==> src/rtl/map_ram_pkg.sv <==
// map_ram_pkg: shared FSM state type and reload timing for the map RAM controller.
package map_ram_pkg;

    typedef enum logic [1:0] {IDLE, PRIME, COPY} map_ram_state_t;

    // Cycles spent before the first cell is written (ROM read priming).
    localparam int unsigned RELOAD_PRIME_CYCLES = 1;

endpackage

==> src/rtl/map_ram_ctrl.sv <==
// map_ram_ctrl: arbitrates game-logic access to BRAM port A and restores the map from ROM.
// A reload primes the ROM for one cycle, then copies one cell per cycle.
module map_ram_ctrl
    import map_ram_pkg::*;
#(
    parameter int unsigned DATA_WIDTH  = 4,
    parameter int unsigned DATA_DEPTH  = 1023,
    parameter bit          AUTO_RELOAD = 1'b1,
    localparam int         ADDR_W      = $clog2(DATA_DEPTH)
) (
    input  logic                  clk,
    input  logic                  rst_n,
    input  logic                  reload_req,
    output logic                  reload_busy,
    output logic                  reload_done,
    input  logic                  g_valid,
    input  logic                  g_we,
    input  logic [ADDR_W-1:0]     g_addr,
    input  logic [DATA_WIDTH-1:0] g_wdata,
    output logic                  g_ready,
    output logic                  g_rvalid,
    output logic [DATA_WIDTH-1:0] g_rdata,
    output logic [ADDR_W-1:0]     src_addr,
    input  logic [DATA_WIDTH-1:0] src_data,
    output logic                  ram_wea,
    output logic [ADDR_W-1:0]     ram_addra,
    output logic [DATA_WIDTH-1:0] ram_dia,
    input  logic [DATA_WIDTH-1:0] ram_douta
);

    map_ram_state_t    state_q, state_d;
    logic [ADDR_W-1:0] wr_cnt_q, wr_cnt_d;
    logic              start_q, done_q, rvalid_q, oor_q;
    logic              accept, in_range, last, copying;

    assign copying  = state_q == COPY;
    assign g_ready  = (state_q == IDLE) && !reload_req;
    // Gated by reset so port A stays quiet while rst_n is low.
    assign accept   = g_valid && g_ready && rst_n;
    assign in_range = 32'(g_addr) < DATA_DEPTH;
    assign last     = 32'(wr_cnt_q) == DATA_DEPTH - 1;

    always_comb begin
        state_d  = state_q;
        wr_cnt_d = wr_cnt_q;
        unique case (state_q)
            IDLE:    state_d = (reload_req || start_q) ? PRIME : IDLE;
            PRIME:   state_d = COPY;
            COPY: begin
                state_d  = last ? IDLE : COPY;
                wr_cnt_d = last ? '0 : wr_cnt_q + 1'b1;
            end
            default: state_d = IDLE;
        endcase
    end

    assign ram_wea     = copying || (accept && g_we && in_range);
    assign ram_addra   = copying ? wr_cnt_q : (accept ? g_addr : '0);
    assign ram_dia     = copying ? src_data : (accept ? g_wdata : '0);
    assign src_addr    = copying ? wr_cnt_q + 1'b1 : '0;
    assign reload_busy = state_q != IDLE;
    assign reload_done = done_q;
    assign g_rvalid    = rvalid_q;
    assign g_rdata     = (rvalid_q && !oor_q) ? ram_douta : '0;

    always_ff @(posedge clk or negedge rst_n) begin
        if (!rst_n) begin
            state_q  <= IDLE;
            wr_cnt_q <= '0;
            start_q  <= AUTO_RELOAD;
            done_q   <= 1'b0;
            rvalid_q <= 1'b0;
            oor_q    <= 1'b0;
        end else begin
            state_q  <= state_d;
            wr_cnt_q <= wr_cnt_d;
            start_q  <= 1'b0;
            done_q   <= copying && last;
            rvalid_q <= accept && !g_we;
            oor_q    <= !in_range;
        end
    end

endmodule

==> config.mk <==
export PLATFORM = sky130hd
export DESIGN_NAME = map_ram_ctrl
export DESIGN_NICKNAME = d
export VERILOG_FILES = /design/src/rtl/map_ram_pkg.sv /design/src/rtl/map_ram_ctrl.sv
export SDC_FILE = /design/constraint.sdc
export NUM_CORES = 1
export LEC_CHECK = 0
export CAP_MARGIN = 20
export CORE_MARGIN = 2
export CORE_UTILIZATION = 36
export DETAILED_ROUTE_END_ITERATION = 12
export PLACE_DENSITY = 0.84
export SLEW_MARGIN = 25
export SYNTH_ARGS = -nofsm -noshare
export SYNTH_HDL_FRONTEND = slang
export SYNTH_SLANG_ARGS = --single-unit
==> constraint.sdc <==
create_clock -name clk -period 1.6 [get_ports clk]
set_input_delay 0.48 -clock clk [delete_from_list [all_inputs] [get_ports clk]]
set_output_delay 0.48 -clock clk [all_outputs]
set_load 0.02 [all_outputs]
==> Implementation_results.wiki, run 1 <==
{| class="wikitable"
! Metric !! Value
|-
| Hold slack || 0.256 ns
|-
| Kind of start point of the critical path || flop
|-
| CTS Hold Buffers Added || 0
|-
| Leakage power || 1.26 nW
|-
| Area growth from synthesis to layout || 137%
|-
| Avg Cell Area, Syn || 8.98 um^2
|-
| Fraction of final layout cells sized beyond drive strength 1 || 0.684
|-
| Final routed wire length divided by cell count || 22.4 um
|-
| Cell Rows || 20
|-
| Vias per cell || 5.83
|-
| Num Clock Sinks || 16
|-
| Number of hold-slack violations in the final timing report || 0
|-
| Port-buffer cells || 59
|-
| Share of the clock period used by the worst path || 1.37
|-
| Final worst-path setup slack || -0.597 ns
|-
| Proportion of power drawn by combinational gates || 0.777
|-
| Total standard cell area after synthesis || 1180 um^2
|-
| TritonCTS clock tree || built
|-
| Startpoint-to-endpoint class of the critical path || flop to output port
|-
| Clock tree buffer depth || 2
|-
| Worst Skew || 0.0155 ns
|-
| Antenna fix cells || 0
|-
| Routed met2 length || 3530 um
|-
| Fraction of power spent switching nets || 0.462
|-
| Post-synthesis cell count || 131
|-
| Delay contributed by the slowest stage of the critical path || 0.49 ns
|-
| Flip-flop cell with the highest count after synthesis || sky130_fd_sc_hd__dfrtp_1
|-
| GRT Resource Usage Total || 0.299
|-
| Final ANT Viol Nets || 0
|-
| DIE WIDTH || 61.2 um
|-
| Pin count of the biggest net entering global routing || 17
|-
| Clock share of power || 0.063
|-
| Areal power density over the cells || 1510 nW/um^2
|-
| Standard cell with the maximum stage delay on the critical path || sky130_fd_sc_hd__dfrtp_2
|-
| Actual transition at the worst max-transition pin || 0.490 ns
|-
| Pre-Repair DR Iteration Count || 4
|-
| Pint || 2.26 mW
|-
| Worst path arrival time || 1.72 ns
|-
| CP max FO || 5
|-
| Synthesized Nets || 160
|-
| Final Slew Violations || 0
|-
| Setup WS pre-CTS || -1.23 ns
|-
| Die outline area || 3740 um^2
|-
| Crit. End Element || output port
|-
| Series of cell instances along the critical path || ha_4, and3_4, nand3_4, xor2_1, nor2_2, buf_6
|-
| Commonest non-fill, non-tap cell in the layout || sky130_fd_sc_hd__buf_4
|-
| Core Region || 3080 um^2
|-
| Highest routed layer || met4
|-
| DIE HEIGHT || 61.2 um
|-
| Met3 WL || 410 um
|-
| Clock buffers created by TritonCTS || 3
|-
| Netlist cell types || 44
|-
| Hold Path Class || input port to asynchronous set/reset pin
|-
| Failing checks || setup timing
|-
| Status || complete, but fails checks
|-
| Flip-flop and latch count after synthesis || 16
|-
| Required arrival time at the worst endpoint || 1.12 ns
|-
| Global placer's final weighted congestion || 0.875
|-
| Warnings from Yosys || 0
|-
| Reg power frac || 0.160
|-
| Number of endpoints failing setup at the final stage || 40
|-
| Remaining DRCs || 0
|-
| Headroom to the max-slew limit || 0.668
|-
| Initial antenna violation count || 0
|-
| Starting utilization of the core area || 0.382
|-
| Wire length on met1 || 2340 um
|-
| DRT iter0 DRCs || 115
|-
| First-pass GRT wire length || 7890 um
|-
| Min cycle time layout || 2.20 ns
|-
| DRT Wirelength || 6530 um
|-
| I/O pins || 60
|-
| Total number of H-tree levels || 1
|-
| Clk slew on worst S/H paths || 0.12 ns
|-
| Vias in the first global route || 1553
|-
| Post-synthesis async set-or-reset flop share || 1.00
|-
| Post-detailed-placement half-perimeter wirelength || 3550 um
|-
| Maximum capacitance violations || 0
|-
| Clock root buffer || sky130_fd_sc_hd__clkbuf_4
|-
| Number of nets in the finished design || 277
|-
| Unrepaired setup endpoints after global routing || yes
|-
| Top achievable clock speed || 455 MHz
|-
| Total number of vias || 1696
|-
| Total grt overflow || 0
|-
| Latest clock arrival within the worst-skew pair || 0.33 ns
|-
| Fraction of the yosys area taken by sequential cells || 0.341
|-
| VDD IR max || 1020 uV
|-
| Most used cells in the layout excluding fill and tap cells || sky130_fd_sc_hd__buf_4 (48), sky130_fd_sc_hd__buf_6 (38), sky130_fd_sc_hd__dlygate4sd2_1 (15), sky130_fd_sc_hd__clkdlybuf4s50_1 (11), sky130_fd_sc_hd__dfrtp_2 (10)
|-
| EDFF count, synth || 0
|-
| Switching power || 1.94 mW
|}
-- through the flow --
step	total power [mW]	instances	utilization	instance area [um^2]	setup TNS, ns
finish	4.20	291	0.904	2780	-14.09
global route	4.30	291	0.904	2780	-14.93
CTS	3.64	285	0.832	2560	-11.31
detailed placement	3.21	276	0.788	2420	-26.83
global placement	3.15	276	0.788	2420	-25.80
floorplan	2.05	131	-	1450	-4.20
-- power by group through the flow --
stage	sequential [mW]	combinational (mW)	clock (mW)
CTS	0.652	2.75	0.243
detailed placement	0.654	2.56	0
floorplan	0.682	1.37	0
global route	0.676	3.35	0.274
finish	0.673	3.26	0.264
global placement	0.649	2.51	0
-- metal layers --
| layer | vias to the layer above | GRT usage |
|---|---|---|
| met3 | 25 | 0.0483 |
| met2 | 108 | 0.524 |
| met5 | - | 0 |
| met4 | 0 | 0.143 |
| met1 | 855 | 0.353 |
| li1 | 708 | - |
-- cell type report --
class | count | area (um^2)
Multi-Input combinational cell | 105 | 1110
Fill cell | 107 | 294
Timing Repair Buffer | 121 | 1170
Inverter | 1 | 16.3
Sequential cell | 16 | 414
Clock buffer | 4 | 26.3
Tap cell | 44 | 55.1
-- worst max-delay path, delay by kind of cell, from the launching register on --
family        cells  cell delay (ns)
xor+xnor          1             0.16
buf+inv           1             0.12
simple gates      3             0.41
fa+ha+maj         1             0.20
flops             1             0.49
-- repair_timing --
action,in CTS,in global routing
endpoints found under the hold margin,0,0
setup buffers,5,7
endpoints found under the setup margin,39,40
pin swaps,14,14
gates resized for setup,216,42
gates cloned,0,1
-- logic make-up (layout without fill, tap and decap cells) --
| family | count (synthesis) | in the layout | share of synthesized area |
|---|---|---|---|
| and+or+nand+nor | 56 | 56 | 0.271 |
| AOI/OAI and AO/OA | 40 | 40 | 0.266 |
| DFF | 16 | 16 | 0.341 |
| buffers and inverters | 10 | 126 | 0.0521 |
| xor gates and xnor gates | 6 | 6 | 0.0447 |
| adders and majority gates | 2 | 2 | 0.0213 |
| other | 1 | 1 | 0.00319 |
-- final timing paths --
| check | endpoint | slack (ns) | cells past startpoint | from |
|---|---|---|---|---|
| max reg2reg | wr_cnt_q[2] | -0.15 | 9 | wr_cnt_q[0] |
| min reg2reg | state_q[0] | 0.55 | 2 | start_q |
| min | wr_cnt_q[1] | 0.26 | 2 | rst_n |
| max | src_addr[6] | -0.60 | 6 | wr_cnt_q[1] |
| min in group clk | state_q[0] | 0.55 | 2 | start_q |
| max in group asynchronous | start_q | 1.07 | 2 | rst_n |
-- flip-flops by register name, summed over array words and instances, names as in the netlist --
name / cells
wr_cnt_q: 10
g_rvalid: 1
reload_done: 1
state_q: 2
oor_q: 1
start_q: 1
-- cells in the mapped netlist (2+ instances only) --
library cell	instances	area share
sky130_fd_sc_hd__buf_6	2	0.019
sky130_fd_sc_hd__o21ai_0	9	0.038
sky130_fd_sc_hd__clkbuf_2	2	0.0085
sky130_fd_sc_hd__nand2_1	12	0.038
sky130_fd_sc_hd__ha_1	2	0.021
sky130_fd_sc_hd__a21oi_1	3	0.013
sky130_fd_sc_hd__nor2b_1	3	0.016
sky130_fd_sc_hd__nand4_1	2	0.011
sky130_fd_sc_hd__clkbuf_1	2	0.0064
sky130_fd_sc_hd__xor2_1	2	0.015
sky130_fd_sc_hd__and2_1	5	0.027
sky130_fd_sc_hd__xnor2_1	4	0.030
sky130_fd_sc_hd__nor3_1	6	0.026
sky130_fd_sc_hd__nand3_1	2	0.0085
sky130_fd_sc_hd__nand2b_1	3	0.016
sky130_fd_sc_hd__a22o_1	13	0.097
sky130_fd_sc_hd__buf_2	2	0.0085
sky130_fd_sc_hd__nor2_1	12	0.038
sky130_fd_sc_hd__or3_1	2	0.011
sky130_fd_sc_hd__o31ai_1	5	0.032
sky130_fd_sc_hd__dfrtp_1	15	0.32
Power figures use the tool's default switching activity.
==> run 2: changes to the inputs <==
--- a/config.mk
+++ b/config.mk
@@ -7,9 +7,9 @@
 export LEC_CHECK = 0
 export CAP_MARGIN = 20
 export CORE_MARGIN = 2
-export CORE_UTILIZATION = 36
+export CORE_UTILIZATION = 40
 export DETAILED_ROUTE_END_ITERATION = 12
-export PLACE_DENSITY = 0.84
+export PLACE_DENSITY = 0.88
 export SLEW_MARGIN = 25
 export SYNTH_ARGS = -nofsm -noshare
 export SYNTH_HDL_FRONTEND = slang
==> constraint.sdc (replaced) <==
create_clock -name clk -period 2.08 [get_ports clk]
set_input_delay 0.624 -clock clk [delete_from_list [all_inputs] [get_ports clk]]
set_output_delay 0.624 -clock clk [all_outputs]
set_load 0.02 [all_outputs]
==> run 2 against run 1 <==
Against the previous run:
- the flow still finishes with violations (setup timing)
- combinational power fell by 28%
- non-clock buffer count down 2
- critical path depth shrank 1
- via count rose by 4.2%
- critical path type unchanged
- critical endpoint is now src_addr[5]
- largest cell class unchanged
==> Implementation_results.wiki, run 2 (same netlist as run 1, synthesis figures left out) <==
{| class="wikitable"
! Metric !! Value
|-
| GRT Resource Usage Total || 0.375 (was 0.299)
|-
| Area of placed instances || 2240 um^2 (was 2420 um^2)
|-
| Number of endpoints failing setup at the final stage || 26 (was 40)
|-
| Failing checks || setup timing (unchanged)
|-
| Startpoint-to-endpoint class of the critical path || flop to output port (unchanged)
|-
| First-pass GRT wire length || 9240 um (was 7890 um)
|-
| CP max FO || 7 (was 5)
|-
| Worst Skew || 0.0277 ns (was 0.0155 ns)
|-
| DIE WIDTH || 58.2 um (was 61.2 um)
|-
| Min cycle time layout || 2.32 ns
|-
| Grt peak-use layer || met2 (unchanged)
|-
| Worst path arrival time || 1.69 ns (was 1.72 ns)
|-
| Hold Path Class || input port to asynchronous set/reset pin (unchanged)
|-
| Clk slew on worst S/H paths || 0.13 ns (was 0.12 ns)
|-
| Status || complete, but fails checks (unchanged)
|-
| Leakage power || 1.17 nW (was 1.26 nW)
|-
| Most used cell along the critical path || sky130_fd_sc_hd__buf_4
|-
| Remaining DRCs || 0 (unchanged)
|-
| Delay contributed by the slowest stage of the critical path || 0.42 ns (was 0.49 ns)
|-
| Delay-heaviest family, CP || simple AND/OR/NAND/NOR gates (was flip-flops)
|-
| Commonest non-fill, non-tap cell in the layout || sky130_fd_sc_hd__buf_4 (unchanged)
|-
| Vias in the first global route || 1733 (was 1553)
|-
| Largest register by flop count || wr_cnt_q (unchanged)
|-
| Total Power || 3.04 mW (was 4.20 mW)
|-
| Num Clock Sinks || 16 (unchanged)
|-
| Number of nets in the finished design || 275 (was 277)
|-
| Cell Rows || 19 (was 20)
|-
| Global routing met2 resource utilization || 0.644 (was 0.524)
|-
| Required arrival time at the worst endpoint || 1.46 ns (was 1.12 ns)
|-
| Die outline area || 3390 um^2 (was 3740 um^2)
|-
| Initial antenna violation count || 1 (was 0)
|-
| Worst Reg-to-Reg Cells || 8 (was 9)
|-
| Met3 usage || 0.0625 (was 0.0483)
|-
| Standard cell with the maximum stage delay on the critical path || sky130_fd_sc_hd__dfrtp_1 (was sky130_fd_sc_hd__dfrtp_2)
|-
| Final worst-path setup slack || -0.238 ns (was -0.597 ns)
|-
| DRT iter0 DRCs || 166 (was 115)
|-
| Summed negative setup slack over all endpoints || -4.11 ns (was -14.09 ns)
|-
| TritonCTS clock tree || built (unchanged)
|-
| Most used cells in the layout excluding fill and tap cells || sky130_fd_sc_hd__buf_4 (54), sky130_fd_sc_hd__buf_6 (28), sky130_fd_sc_hd__clkdlybuf4s50_1 (15), sky130_fd_sc_hd__dlygate4sd2_1 (11), sky130_fd_sc_hd__dfrtp_1 (10) (was sky130_fd_sc_hd__buf_4 (48), sky130_fd_sc_hd__buf_6 (38), sky130_fd_sc_hd__dlygate4sd2_1 (15), sky130_fd_sc_hd__clkdlybuf4s50_1 (11), sky130_fd_sc_hd__dfrtp_2 (10))
|-
| DRT Wirelength || 6850 um (was 6530 um)
|-
| Kind of start point of the critical path || flop (unchanged)
|-
| Post-detailed-placement half-perimeter wirelength || 3510 um (was 3550 um)
|-
| Total number of H-tree levels || 1 (unchanged)
|-
| Series of cell instances along the critical path || nand3_4, buf_4, or3_4, a21oi_2, buf_4 (was ha_4, and3_4, nand3_4, xor2_1, nor2_2, buf_6)
|-
| Total number of vias || 1767 (was 1696)
|-
| Final routed wire length divided by cell count || 24.7 um (was 22.4 um)
|-
| Register-to-register setup slack || -0.02 ns (was -0.15 ns)
|-
| Fraction of final layout cells sized beyond drive strength 1 || 0.596 (was 0.684)
|-
| Levels on crit path || 5 (was 6)
|-
| Area growth from synthesis to layout || 118% (was 137%)
|-
| Starting utilization of the core area || 0.423 (was 0.382)
|-
| VDD IR max || 1500 uV (was 1020 uV)
|-
| Clock tree buffer depth || 2 (unchanged)
|-
| Critical register-to-register path endpoint || wr_cnt_q[2] (unchanged)
|-
| Latest clock arrival within the worst-skew pair || 0.31 ns (was 0.33 ns)
|-
| Vias per cell || 6.38 (was 5.83)
|-
| Global placer's final weighted congestion || 0.855 (was 0.875)
|-
| DIE HEIGHT || 58.2 um (was 61.2 um)
|-
| Total non-filler cell area in the finished layout || 2560 um^2 (was 2780 um^2)
|-
| Final Slew Violations || 0 (unchanged)
|-
| Number of flip-flops under the largest register name || 10 (unchanged)
|-
| Clock root buffer || sky130_fd_sc_hd__clkbuf_4 (unchanged)
|-
| Port-buffer cells || 59 (unchanged)
|-
| Number of hold-slack violations in the final timing report || 0 (unchanged)
|-
| Unrepaired setup endpoints after global routing || yes (unchanged)
|-
| Worst reg2reg path startpoint || wr_cnt_q[0] (unchanged)
|-
| Buffers plus inverters on the worst setup path || 2 (was 1)
|-
| Fill cells || 97 (was 107)
|-
| Share of the clock period used by the worst path || 1.11
|-
| Crit. End Element || output port (unchanged)
|-
| Pin count of the biggest net entering global routing || 20 (was 17)
|-
| Areal power density over the cells || 1190 nW/um^2 (was 1510 nW/um^2)
|-
| Largest registers || wr_cnt_q (10), state_q (2) (unchanged)
|-
| I/O pins || 60 (unchanged)
|-
| Top achievable clock speed || 431 MHz
|-
| Actual transition at the worst max-transition pin || 0.507 ns (was 0.490 ns)
|-
| Maximum capacitance violations || 0 (unchanged)
|-
| Pre-Repair DR Iteration Count || 5 (was 4)
|-
| Clock buffers created by TritonCTS || 3 (unchanged)
|-
| Headroom to the max-slew limit || 0.660 (was 0.668)
|-
| Met1 track demand over resource || 0.447 (was 0.353)
|-
| Core Region || 2780 um^2 (was 3080 um^2)
|-
| Final ANT Viol Nets || 0 (unchanged)
|-
| Total grt overflow || 0 (unchanged)
|}
## run 2: final cells by class
class,count,area [um^2],area share
diodes,1,2.50,0.000978
clock buffers,4,26.3,0.0103
inverters,1,6.26,0.00244
multi-input cells,105,998,0.390
flip-flops and latches,16,408,0.159
well taps,31,38.8,0.0152
repair buffers,119,1080,0.422
## run 2: metrics by stage
step / hold WS, ns / util / setup slack [ns] / instances
6_report: 0.408 / 0.920 / -0.238 / 277
5_1_grt: 0.407 / 0.920 / -0.282 / 277
4_1_cts: 0.421 / 0.882 / -0.270 / 268
3_5_place_dp: 0.569 / 0.805 / -0.997 / 257
3_3_place_gp: 0.512 / 0.805 / -0.951 / 257
2_1_floorplan: 0.328 / - / -0.0654 / 131
## run 2: how the worst max path moves through the flow
stage,to,from,slack [ns]
final,src_addr[5],wr_cnt_q[3],-0.24
after global routing,src_addr[5],wr_cnt_q[3],-0.28
after CTS,ram_addra[1],state_q[0],-0.27
after detailed placement,ram_addra[1],reload_req,-1.0
after global placement,ram_addra[2],reload_req,-0.95
after floorplan,ram_addra[4],reload_req,-0.07
## run 2: timing repair
item / CTS / global route
cloned: 1 / 0
setup endpoints to repair: 31 / 29
resized for setup: 203 / 27
buffers inserted: 7 / 11
pin swaps: 20 / 19
hold buffers: 0 / 0
## run 2: layer usage
metal	vias to the layer above	part of all wire
li1	714	-
met1	832	0.37
met2	173	0.47
met3	48	0.098
met4	0	0.064
met5	-	0
## run 2: report_power, final
group	internal, mW	switching [mW]	total (mW)
registers	0.389	0.114	0.503
clock network	0.0746	0.117	0.192
logic	1.16	1.18	2.35
